==> src/rtl/edge_detect_bank.sv <==
// edge_detect_bank: per-channel synchroniser, debouncer, edge pulse and sticky pending flags with irq
module edge_detect_bank #(
  parameter int CHANNELS    = 8,
  parameter int SYNC_STAGES = 2,
  parameter int DEB_W       = 8
) (
  input  logic                  clk,
  input  logic                  rst,
  input  logic [CHANNELS-1:0]   signal_in,
  input  logic [2*CHANNELS-1:0] mode,
  input  logic [DEB_W-1:0]      deb_cycles,
  input  logic [CHANNELS-1:0]   clear,
  output logic [CHANNELS-1:0]   level,
  output logic [CHANNELS-1:0]   pulse,
  output logic [CHANNELS-1:0]   pending,
  output logic                  irq
);
  for (genvar i = 0; i < CHANNELS; i++) begin : g_ch
    logic [SYNC_STAGES-1:0] sync_q;
    logic [DEB_W-1:0]       cnt;
    logic                   lvl;
    logic                   lvl_d;
    logic                   pend;
    logic                   s;
    assign s = sync_q[SYNC_STAGES-1];
    always_ff @(posedge clk) begin
      if (rst) begin
        sync_q <= '0;
        cnt    <= '0;
        lvl    <= 1'b0;
        lvl_d  <= 1'b0;
        pend   <= 1'b0;
      end else begin
        sync_q <= {sync_q[SYNC_STAGES-2:0], signal_in[i]};
        cnt    <= (s == lvl || cnt == deb_cycles) ? '0 : cnt + DEB_W'(1);
        lvl    <= (s != lvl && cnt == deb_cycles) ? s : lvl;
        lvl_d  <= lvl;
        pend   <= pulse[i] | (pend & ~clear[i]);
      end
    end
    assign level[i]   = lvl;
    assign pending[i] = pend;
    assign pulse[i]   = (mode[2*i] & lvl & ~lvl_d) | (mode[2*i+1] & ~lvl & lvl_d);
  end
  assign irq = |pending;
endmodule

==> config.mk <==
export PLATFORM = sky130hd
export DESIGN_NAME = edge_detect_bank
export DESIGN_NICKNAME = d
export VERILOG_FILES = /design/src/rtl/edge_detect_bank.sv
export SDC_FILE = /design/constraint.sdc
export NUM_CORES = 1
export LEC_CHECK = 0
export BUFFER_PORTS_ARGS = -buffer_cell sky130_fd_sc_hd__buf_2
export CORE_ASPECT_RATIO = 0.7
export CORE_MARGIN = 5
export CORE_UTILIZATION = 52
export DETAILED_ROUTE_END_ITERATION = 12
export PLACE_DENSITY = 0.78
export SETUP_SLACK_MARGIN = 0.05
export SYNTH_ARGS = -nofsm -noshare
export SYNTH_HDL_FRONTEND = slang
export SYNTH_SLANG_ARGS = --single-unit
export TNS_END_PERCENT = 50
==> constraint.sdc <==
create_clock -name clk -period 1 [get_ports clk]
set_input_delay 0.05 -clock clk [delete_from_list [all_inputs] [get_ports clk]]
set_output_delay 0.05 -clock clk [all_outputs]
set_load 0.02 [all_outputs]
Word-level counts from Yosys, hierarchy flattened
Index checks and enable logic that the tools add are counted.

storage, ports and cells
  bits of input ports = 42
  register bits = 104
  word-level logic and storage cells = 177
  output and inout bits = 25

operators by class
  reductions and logical operators = 25
  bitwise operators = 80
  add/subtract/negate cells = 8
  equal/unequal tests = 24

operators with widths
  cell                                         count
  adder 8 x 1 -> 8 bit, second input constant  8
  equality test 8 bit                          8
  bitwise AND 1 bit                            40
  NOT 1 bit                                    24
  OR 1 bit                                     16
  OR reduction 2 bit                           8
  equality test 1 bit                          8
  logical AND 1 bit                            8
  logical OR 1 bit                             8
  != test 1 bit                                8
  OR reduction 8 bit                           1

Logic depth before layout (Yosys ltp)
Gate-level depths: netlist of the first run.

  word-level depth = 5
  gate-level depth with buffers = 5

Least setup slack after synthesis of the first run
No wires, ideal clock.

  path type = register -> register
  start point = register g_ch[6].cnt[4]
  end point = register g_ch[6].cnt[2]
  data required time = 0.875 ns
  cell stages (with the launch flop) = 5
  library setup time = 0.125 ns
  slack = -0.154 ns
  data arrival time = 1.028 ns
  clock period less this slack = 1.154 ns
  path buffers = 0
  cells stage by stage = dfxtp_1 xnor2_2 nand4_1 o21ai_2 nor2_1

between the ends
  cells in the longest elaborated chain, start to end = 3

RTL lines
  item                          line  RTL
  start: declaration            20    logic [DEB_W-1:0] cnt;
  start signal: assignment      35    cnt <= (s == lvl || cnt == deb_cycles) ? '0 : cnt + DEB_W'(1);
  equality test 8 bit           35
  logical OR 1 bit              35
  OR reduction 2 bit (no line)  n/a

No other way between the ends.
A chain may end at the register's enable or synchronous reset.

Final worst setup path of the first run
  start point = register g_ch[6].cnt[1]
  end point = register g_ch[6].cnt[1]

between the ends
  cells in the longest elaborated chain, start to end = 3
  elaborated cells on any way between the ends = 4

RTL lines
  item
  branches (longest 3 deep; another with adder 8 x 1 -> 8 bit)

Parallel ways; which one is timed is not known.

==> results of run 1 <==
-- cell usage in the layout, fill, tap and decap left out, types with 3 or more instances in the layout --
cell | synthesis | layout
clkbuf_16 | 0 | 9
dfxtp_1 | 104 | 20
buf_12 | 0 | 10
dlygate4sd3_1 | 0 | 12
xnor2_1 | 87 | 41
xor2_1 | 30 | 25
ha_4 | 0 | 4
o21ai_4 | 0 | 3
nor2_2 | 0 | 19
nand2_2 | 0 | 10
dfxtp_4 | 0 | 17
dfxtp_2 | 0 | 67
o22ai_4 | 0 | 5
ha_2 | 0 | 4
nor2_1 | 79 | 48
buf_2 | 3 | 42
o21ai_2 | 8 | 10
o41ai_2 | 0 | 5
o22ai_2 | 0 | 3
buf_6 | 4 | 38
xnor2_2 | 3 | 48
and3_1 | 15 | 5
and2_1 | 4 | 4
nor2_4 | 0 | 12
nor2b_1 | 25 | 25
nand3_1 | 23 | 19
inv_1 | 24 | 24
xor2_2 | 0 | 4
a21oi_1 | 8 | 6
nand2_1 | 20 | 8
buf_4 | 19 | 104
nand4_1 | 21 | 21
nand3_2 | 0 | 3
and3_4 | 0 | 10
-- registers in the layout, summed over array words and instances, names as in the netlist --
name,count
g_ch.cnt,64
g_ch.lvl,8
g_ch.lvl_d,8
g_ch.pend,8
g_ch.sync_q,16
-- repair_timing --
item                                   in CTS  in global routing
buffers inserted                           16                  9
setup endpoints to repair                  98                101
pin swaps                                  76                 44
endpoints found under the hold margin      12                  0
hold buffers                               12                  0
resized for setup                         170                115
-- logic make-up (layout without fill, tap and decap cells) --
kind of cell / Yosys count / after routing / synth area share (%)
AO/OA/AOI/OAI: 40 / 40 / 5.70
XOR/XNOR: 120 / 120 / 22.6
adder cells (fa/ha/maj): 8 / 8 / 2.11
buffers and inverters: 53 / 245 / 6.41
flip-flops: 104 / 104 / 43.9
AND/OR/NAND/NOR: 190 / 190 / 19.3
-- layout make-up --
class | instances | area (sq um) | share of cell area (%)
multi-input combinational | 358 | 3300 | 42.3
inverter | 24 | 90.1 | 1.15
sequential | 104 | 2230 | 28.5
clock inverter | 5 | 57.6 | 0.737
tap | 124 | 155 | 1.99
clock buffer | 10 | 239 | 3.06
timing repair buffer | 206 | 1740 | 22.3
-- worst reg2reg max path: stages (launching register included) --
cell and delay (ps):
dfxtp_4 370, xnor2_2 150, nand4_1 190, buf_4 190, o21ai_4 300, nor2_1 100
-- metal layers --
| metal | routed length [um] | up-vias | share of wire, % | GRT usage (%) |
|---|---|---|---|---|
| li1 | - | 2061 | - | - |
| met1 | 6780 | 2259 | 38 | 29.3 |
| met2 | 8760 | 255 | 50 | 46.6 |
| met3 | 1240 | 83 | 7.0 | 7.59 |
| met4 | 871 | 0 | 4.9 | 10.0 |
| met5 | 0 | - | 0 | 0 |
-- worst max-delay path by stage --
stage / from / endpoint / slack, ps / cells past startpoint
5_1_grt: g_ch[6].cnt[1] / g_ch[6].cnt[5] / -480 / 5
2_1_floorplan: g_ch[6].cnt[0] / g_ch[6].cnt[0] / -90 / 4
6_report: g_ch[6].cnt[1] / g_ch[6].cnt[1] / -420 / 5
3_5_place_dp: g_ch[6].cnt[1] / g_ch[6].cnt[4] / -270 / 4
3_3_place_gp: g_ch[6].cnt[3] / g_ch[6].cnt[3] / -210 / 4
4_1_cts: g_ch[6].pend / irq / -360 / 4
-- where the power goes --
part           internal [uW]  total, uW  switching (uW)
logic                    416        827             411
clock network           2000       3580            1590
registers               4140       4170            30.4
-- through the flow --
step / setup TNS, ps / instance area, sq um / cells / setup slack (ps) / hold WS (ps)
floorplan: -4540 / 4840 / 515 / -85.4 / 178
CTS: -14120 / 7170 / 822 / -356 / 10.2
global route: -26360 / 7810 / 831 / -479 / 39.7
detailed placement: -13020 / 6010 / 779 / -269 / 262
finish: -21860 / 7810 / 831 / -424 / 39.8
global placement: -10030 / 6010 / 779 / -209 / 265
==> impl_metrics.ini, run 1 <==
[timing]
fmax_mhz = 702
min_period_ps = 1420
finalSetupViolCount = 87
skew_ps = 7.52
rsz0062_at_grt = true
slew_violations = 0
min_period_over_period_pct = 142
worstMarginPinSlew_ps = 383
layout_setup_ws_ps = -424
hold_violations = 0
max-slew-margin-rel_pct = 74.2

[detailed_routing]
wire_per_inst_um = 21.2
drt-total-wl_um = 17700
drt_iter0_drc = 375
drtAntennaViolNets = 0
drt_pre_antenna_iters = 5
drc_errors = 0
vias_per_cell = 5.61
vias = 4658

[outcome]
violations = setup timing
status = complete, but fails checks

[final_layout]
drive_gt1_share_pct = 62.8
area_growth_syn_to_layout_pct = 64.7
n_antenna_cell = 0
nFillCells = 397
fin_util_pct = 86.8
final_nets = 753

[synthesis]
yosys-top-cells-area = dfxtp_1, xnor2_1, nor2_1, xor2_1, nor2b_1
synth-seq-cells = 104
yosysTopAreaCell = dfxtp_1
syn-num-nets = 565
async_reset_ff_share_pct = 0
synthTopCellsByCount = dfxtp_1, xnor2_1, nor2_1
synthFlopType = dfxtp_1
synthDistinctLibCells = 25
syn_area_sq_um = 4740
avgSynthCellArea_sq_um = 9.21
synth_most_common_cell = dfxtp_1
syn-instance-count = 515
ys_warn_count = 0
synth_top_area_share_pct = 43.9
synth_edf_count = 0
synth-seq-area-share_pct = 43.9

[power_and_ir_drop]
power.total_uw = 8580
peakVddDrop_uv = 1020
p_leak_uw = 0.00310
power_density_nw_per_um2 = 1100

[worst_setup_path]
cp_data_arrival_time_ps = 1650
cp_top_family = flip-flops
r2r-start = g_ch[6].cnt[1]
crit_fanout = 8
cpPeakStageDelay_ps = 370
crit_chain = xnor2_2, nand4_1, buf_4, o21ai_4, nor2_1
endpoint_kind = flip-flop
worst-setup-path-type = flip-flop to flip-flop
rr_worst_depth = 5
crit_required_ps = 1230
r2r_end = g_ch[6].cnt[1]
r2r_setup_slack_ps = -420
cp-start-kind = flip-flop
worst_path_max_delay_cell = dfxtp_4
cp.buffers_inverters = 1

[global_routing]
grt_pass1_vias = 4698
grt_usage_pct = 26.2
grt_pass1_wl_um = 22800
antenna_found_initial = 0
grt-ovfl-total = 0
grt_max_degree = 29

[run]
max_cap_violations = 0

[clock_tree]
cts.sinks = 104
clkLatencyLatePin_ps = 350
cts_tree = done
root_buffer = clkbuf_16
htreeDepth = 3
clock_path_buffers = 2
numCtsBuffers = 9
path_clk_slew_ps = 70

[floorplan]
die_w_um = 124
die_y_um = 89.9
ioPinCount = 67
die-area_sq_um = 11200
rows = 29
initial_core_util_pct = 52.7
core_sq_um = 9000

[placed_design]
io_buffers = 66
hpwl_um = 8370
routabilityCongestion = 0.815

[min_path]
hold_class = input pin to flip-flop
hp-start = clear[6]
hold_depth = 4
min_delay_worst_endpoint = g_ch[6].pend
Note: power is estimated with default switching activity, not from simulation.
==> run 2, diff against run 1 <==
--- a/config.mk
+++ b/config.mk
@@ -8,9 +8,10 @@
 export BUFFER_PORTS_ARGS = -buffer_cell sky130_fd_sc_hd__buf_2
 export CORE_ASPECT_RATIO = 0.7
 export CORE_MARGIN = 5
-export CORE_UTILIZATION = 52
+export CORE_UTILIZATION = 54
+export CTS_BUF_LIST = sky130_fd_sc_hd__clkbuf_8
 export DETAILED_ROUTE_END_ITERATION = 12
-export PLACE_DENSITY = 0.78
+export PLACE_DENSITY_LB_ADDON = 0.3
 export SETUP_SLACK_MARGIN = 0.05
 export SYNTH_ARGS = -nofsm -noshare
 export SYNTH_HDL_FRONTEND = slang
==> run 2 against run 1 <==
Net effect: the flow still finishes with violations (setup timing); core utilization up 5.1 points; non-clock buffer count up 17; die area is 3.4% lower; critical path depth decreased by 1; power shrank 10%; global-route usage grew 2.1 points; combinational power rose by 8.8%; sequential share of layout area barely moved; largest cell class unchanged.
==> impl_metrics.ini, run 2 (synthesis gave the netlist of run 1 again) <==
[final_layout]
largest_register_ffs = 64
final_nets = 770
final_cell_mix = buf_4, dfxtp_2, nor2_1
drive_gt1_share_pct = 62.8
multi_input_area_sq_um = 3270
largest_registers = g_ch.cnt x64, g_ch.sync_q x16
regArea_sq_um = 2230
area_growth_syn_to_layout_pct = 64.9
nFillCells = 282
top_register = g_ch.cnt
design_area_sq_um = 7820
fin_util_pct = 91.9
final_common_cell = buf_4

[detailed_routing]
drt-total-wl_um = 19800
drtAntennaViolNets = 0
vias_per_cell = 5.80
drc_errors = 0
drt_iter0_drc = 474
vias = 4909
wire_per_inst_um = 23.5
drt_pre_antenna_iters = 5

[clock_tree]
clkLatencyLatePin_ps = 410
path_clk_slew_ps = 110
htreeDepth = 3
cts.sinks = 104
cts_tree = done
clock_path_buffers = 2
numCtsBuffers = 9
root_buffer = clkbuf_8

[worst_setup_path]
cp_data_arrival_time_ps = 1440
endpoint_kind = output pin
crit_fanout = 2
crit_required_ps = 950
cp-start-kind = flip-flop
r2r-start = g_ch[4].cnt[2]
worst-setup-path-type = flip-flop to output pin
rr_worst_depth = 5
crit_start = g_ch[6].pend

[timing]
layout_setup_ws_ps = -487
skew_ps = 22.4
slew_violations = 0
rsz0062_at_grt = true
max-slew-margin-rel_pct = 75.2
min_period_over_period_pct = 149
min_period_ps = 1490
fmax_mhz = 672
finalSetupViolCount = 98
hold_violations = 0
worstMarginPinSlew_ps = 369

[floorplan]
die_y_um = 88.4
initial_core_util_pct = 55.7
ioPinCount = 67
die_w_um = 122
rows = 28
die-area_sq_um = 10800
core_sq_um = 8510

[global_routing]
antenna_found_initial = 1
grt_use_met1_pct = 30.7
grt.busiest_layer = met2
grt_pass1_vias = 4695
grt_usage_pct = 28.3
globalRouteMet2Util_pct = 51.2
grt_pass1_wl_um = 23500
grt-ovfl-total = 0
use_met3_pct = 7.60
grt_max_degree = 29

[run]
max_cap_violations = 0

[placed_design]
routabilityCongestion = 0.838
post-place-ws_ps = -228
io_buffers = 66
hpwl_um = 8460
dpl_cell_area_sq_um = 6080

[min_path]
hp-start = rst
hold_class = input pin to flip-flop
hold_depth = 3

[power_and_ir_drop]
peakVddDrop_uv = 1070
power_density_nw_per_um2 = 986
p_leak_uw = 0.00314

[outcome]
status = complete, but fails checks
violations = setup timing
-- run 2: changes by cell type in the layout (fill, tap and decap cells not counted), moves of 5 or more --
cell,delta
buf_4,+9
buf_6,+5
clkbuf_16,-9
clkbuf_8,+8
xor2_2,+5
-- run 2: where the power goes --
| group | total, uW | internal (uW) | leakage (uW) | switching, uW |
|---|---|---|---|---|
| clock network | 2640 | 1120 | 0.000107 | 1520 |
| registers | 4170 | 4130 | 0.000890 | 33.2 |
| logic | 900 | 450 | 0.00215 | 450 |
-- run 2: stage by stage --
stage          hold WS (ps)  total power, uW  setup TNS, ps  cells
2_1_floorplan           178             4610          -4540    515
3_3_place_gp            256             4870          -9700    786
3_5_place_dp            266             4900         -13120    786
4_1_cts                30.7             7450         -13560    835
5_1_grt                65.7             7920         -30830    846
6_report               34.7             7710         -26770    846
-- run 2: per-layer routing --
metal	vias to the layer above	routed length, um
met5	-	0
met4	0	1330
met3	133	1630
met2	305	9550
met1	2392	7330
li1	2079	-
-- run 2: worst max-delay path, cell delays in order, from the launching register on --
cell and delay, ps:
dfxtp_2 350, nor4_4 310, buf_4 170, nand2_2 60, buf_6 150
-- run 2: final timing paths --
path | end | slack [ps]
setup / recovery | irq | -490
hold / removal | g_ch[4].pend | 30
setup reg to reg | g_ch[4].cnt[5] | -410
hold reg to reg | g_ch[3].sync_q[1] | 450
-- run 2: final cells by class --
cell class                 count  share of cell area (%)
multi-input combinational    358                    41.8
clock inverter                 7                   0.720
timing repair buffer         223                    24.3
tap                          120                    1.92
inverter                      24                    1.15
antenna                        1                  0.0320
clock buffer                   9                    1.58
sequential                   104                    28.5
-- run 2: timing repair --
action,in CTS,in global routing
setup endpoints to repair,101,103
pin swaps,65,40
endpoints found under the hold margin,16,0
gates resized for setup,170,120
hold buffers,16,0
buffers inserted,17,10
==> run 3, diff against run 2 <==
==> constraint.sdc (replaced) <==
create_clock -name clk -period 1 [get_ports clk]
set_input_delay 0.2 -clock clk [delete_from_list [all_inputs] [get_ports clk]]
set_output_delay 0.2 -clock clk [all_outputs]
set_load 0.02 [all_outputs]
==> run 3 against run 2 <==
Net effect: the flow still finishes with violations (setup timing); largest cell class unchanged; global-route usage fell by 1.3 points; final cell count down 3.7%; sequential share of layout area grew 2.0 points; highest routed layer unchanged.
==> impl_metrics.ini, run 3 (synthesis gave the netlist of run 1 again) <==
[final_layout]
largest_register_ffs = 64
nFillCells = 407
area_growth_syn_to_layout_pct = 55.2
top_register = g_ch.cnt
multi_input_area_sq_um = 3070
regArea_sq_um = 2250
final_common_cell = buf_4
final_nets = 740
largest_registers = g_ch.cnt x64, g_ch.sync_q x16
final_cell_mix = buf_4, dfxtp_2, nor2_1
drive_gt1_share_pct = 60.7
n_antenna_cell = 0

[min_path]
hold_class = input pin to flip-flop
hold_depth = 2

[clock_tree]
cts_tree = done
root_buffer = clkbuf_8
htreeDepth = 3
clock_path_buffers = 2
cts.sinks = 104
path_clk_slew_ps = 110
numCtsBuffers = 9
clkLatencyLatePin_ps = 390

[worst_setup_path]
cp-start-kind = flip-flop
crit_required_ps = 800
cp.depth = 4
r2r_setup_slack_ps = -420
crit_chain = nor4_4, buf_4, nand2_2, buf_6
endpoint_kind = output pin
cp_data_arrival_time_ps = 1540
cp.buffers_inverters = 2
rr_worst_depth = 4
crit_fanout = 2
cpPeakStageDelay_ps = 380
worst_path_max_delay_cell = dfxtp_2
cp_top_family = simple AND/OR/NAND/NOR gates
worst-setup-path-type = flip-flop to output pin

[timing]
finalSetupViolCount = 101
fmax_mhz = 574
slew_violations = 0
hold_violations = 0
layout_setup_ws_ps = -743
min_period_ps = 1740
rsz0062_at_grt = true
max-slew-margin-rel_pct = 69.8
skew_ps = 23.6
min_period_over_period_pct = 174
worstMarginPinSlew_ps = 453

[floorplan]
rows = 28
ioPinCount = 67
die_w_um = 122
core_sq_um = 8510
die-area_sq_um = 10800
die_y_um = 88.4
initial_core_util_pct = 55.7

[detailed_routing]
drt_pre_antenna_iters = 7
vias_per_cell = 5.56
wire_per_inst_um = 20.3
drt-total-wl_um = 16600
drtAntennaViolNets = 0
vias = 4528
drc_errors = 0
drt_iter0_drc = 300

[global_routing]
grt_pass1_vias = 4467
antenna_found_initial = 0
grt_max_degree = 19
grt-ovfl-total = 0
grt_pass1_wl_um = 22200
grt_usage_pct = 27.0

[placed_design]
io_buffers = 66
routabilityCongestion = 0.835
hpwl_um = 8450
post-place-ws_ps = -460

[power_and_ir_drop]
power.total_uw = 7600
power_density_nw_per_um2 = 1030
peakVddDrop_uv = 1060
p_leak_uw = 0.00302

[run]
max_cap_violations = 0

[outcome]
status = complete, but fails checks
violations = setup timing
==> run 3: cell count changes in the layout (fill, tap and decap cells not counted), sizes merged <==
| cell | delta |
|---|---|
| clkinv | -2 |
| clkinvlp | +2 |
| diode | -1 |
| dlygate4sd3 | -16 |
| inv | -1 |
| buf | -14 |
| clkbuf | +1 |
==> run 3: worst paths after layout <==
check               startpoint           endpoint
min reg2reg  g_ch[6].sync_q[0]  g_ch[6].sync_q[1]
max reg2reg     g_ch[7].cnt[3]     g_ch[7].cnt[7]
max               g_ch[6].pend                irq
min               signal_in[2]  g_ch[2].sync_q[0]
==> run 3: routing by layer <==
layer | global-route usage, % | vias to the layer above | routed length (um)
met5 | 0 | - | 0
met4 | 11.4 | 0 | 607
met3 | 5.94 | 70 | 1300
met2 | 50.3 | 266 | 8580
met1 | 30.2 | 2166 | 6080
li1 | - | 2026 | -
==> run 3: power breakdown <==
group / switching (uW) / internal [uW]
combinational: 377 / 365
clock: 1510 / 1210
sequential: 29.8 / 4110
==> run 3: cell type report <==
| class | instances | share of cell area, % |
|---|---|---|
| Multi-Input combinational cell | 358 | 41.7 |
| Tap cell | 120 | 2.04 |
| Inverter | 24 | 1.22 |
| Sequential cell | 104 | 30.6 |
| Timing Repair Buffer | 193 | 21.8 |
| Clock buffer | 10 | 1.87 |
| Clock inverter | 6 | 0.833 |
==> run 3: through the flow <==
step                      util [%]  hold slack, ps  cell area (sq um)  cells  TNS (ps)
after global placement        71.6             414               6090    774    -25820
after global routing          86.5            14.0               7360    815    -31580
after floorplan                  -             328               5000    515     -4800
after CTS                     81.6            16.0               6950    804    -18070
final                         86.5            27.9               7360    815    -26510
after detailed placement      71.6             415               6090    774    -28120
==> run 3: repair_timing <==
| item | in CTS | in global routing |
|---|---|---|
| gates resized for setup | 163 | 82 |
| setup endpoints to repair | 101 | 104 |
| hold buffers | 0 | 0 |
| pin swaps | 57 | 29 |
| buffers inserted | 14 | 11 |
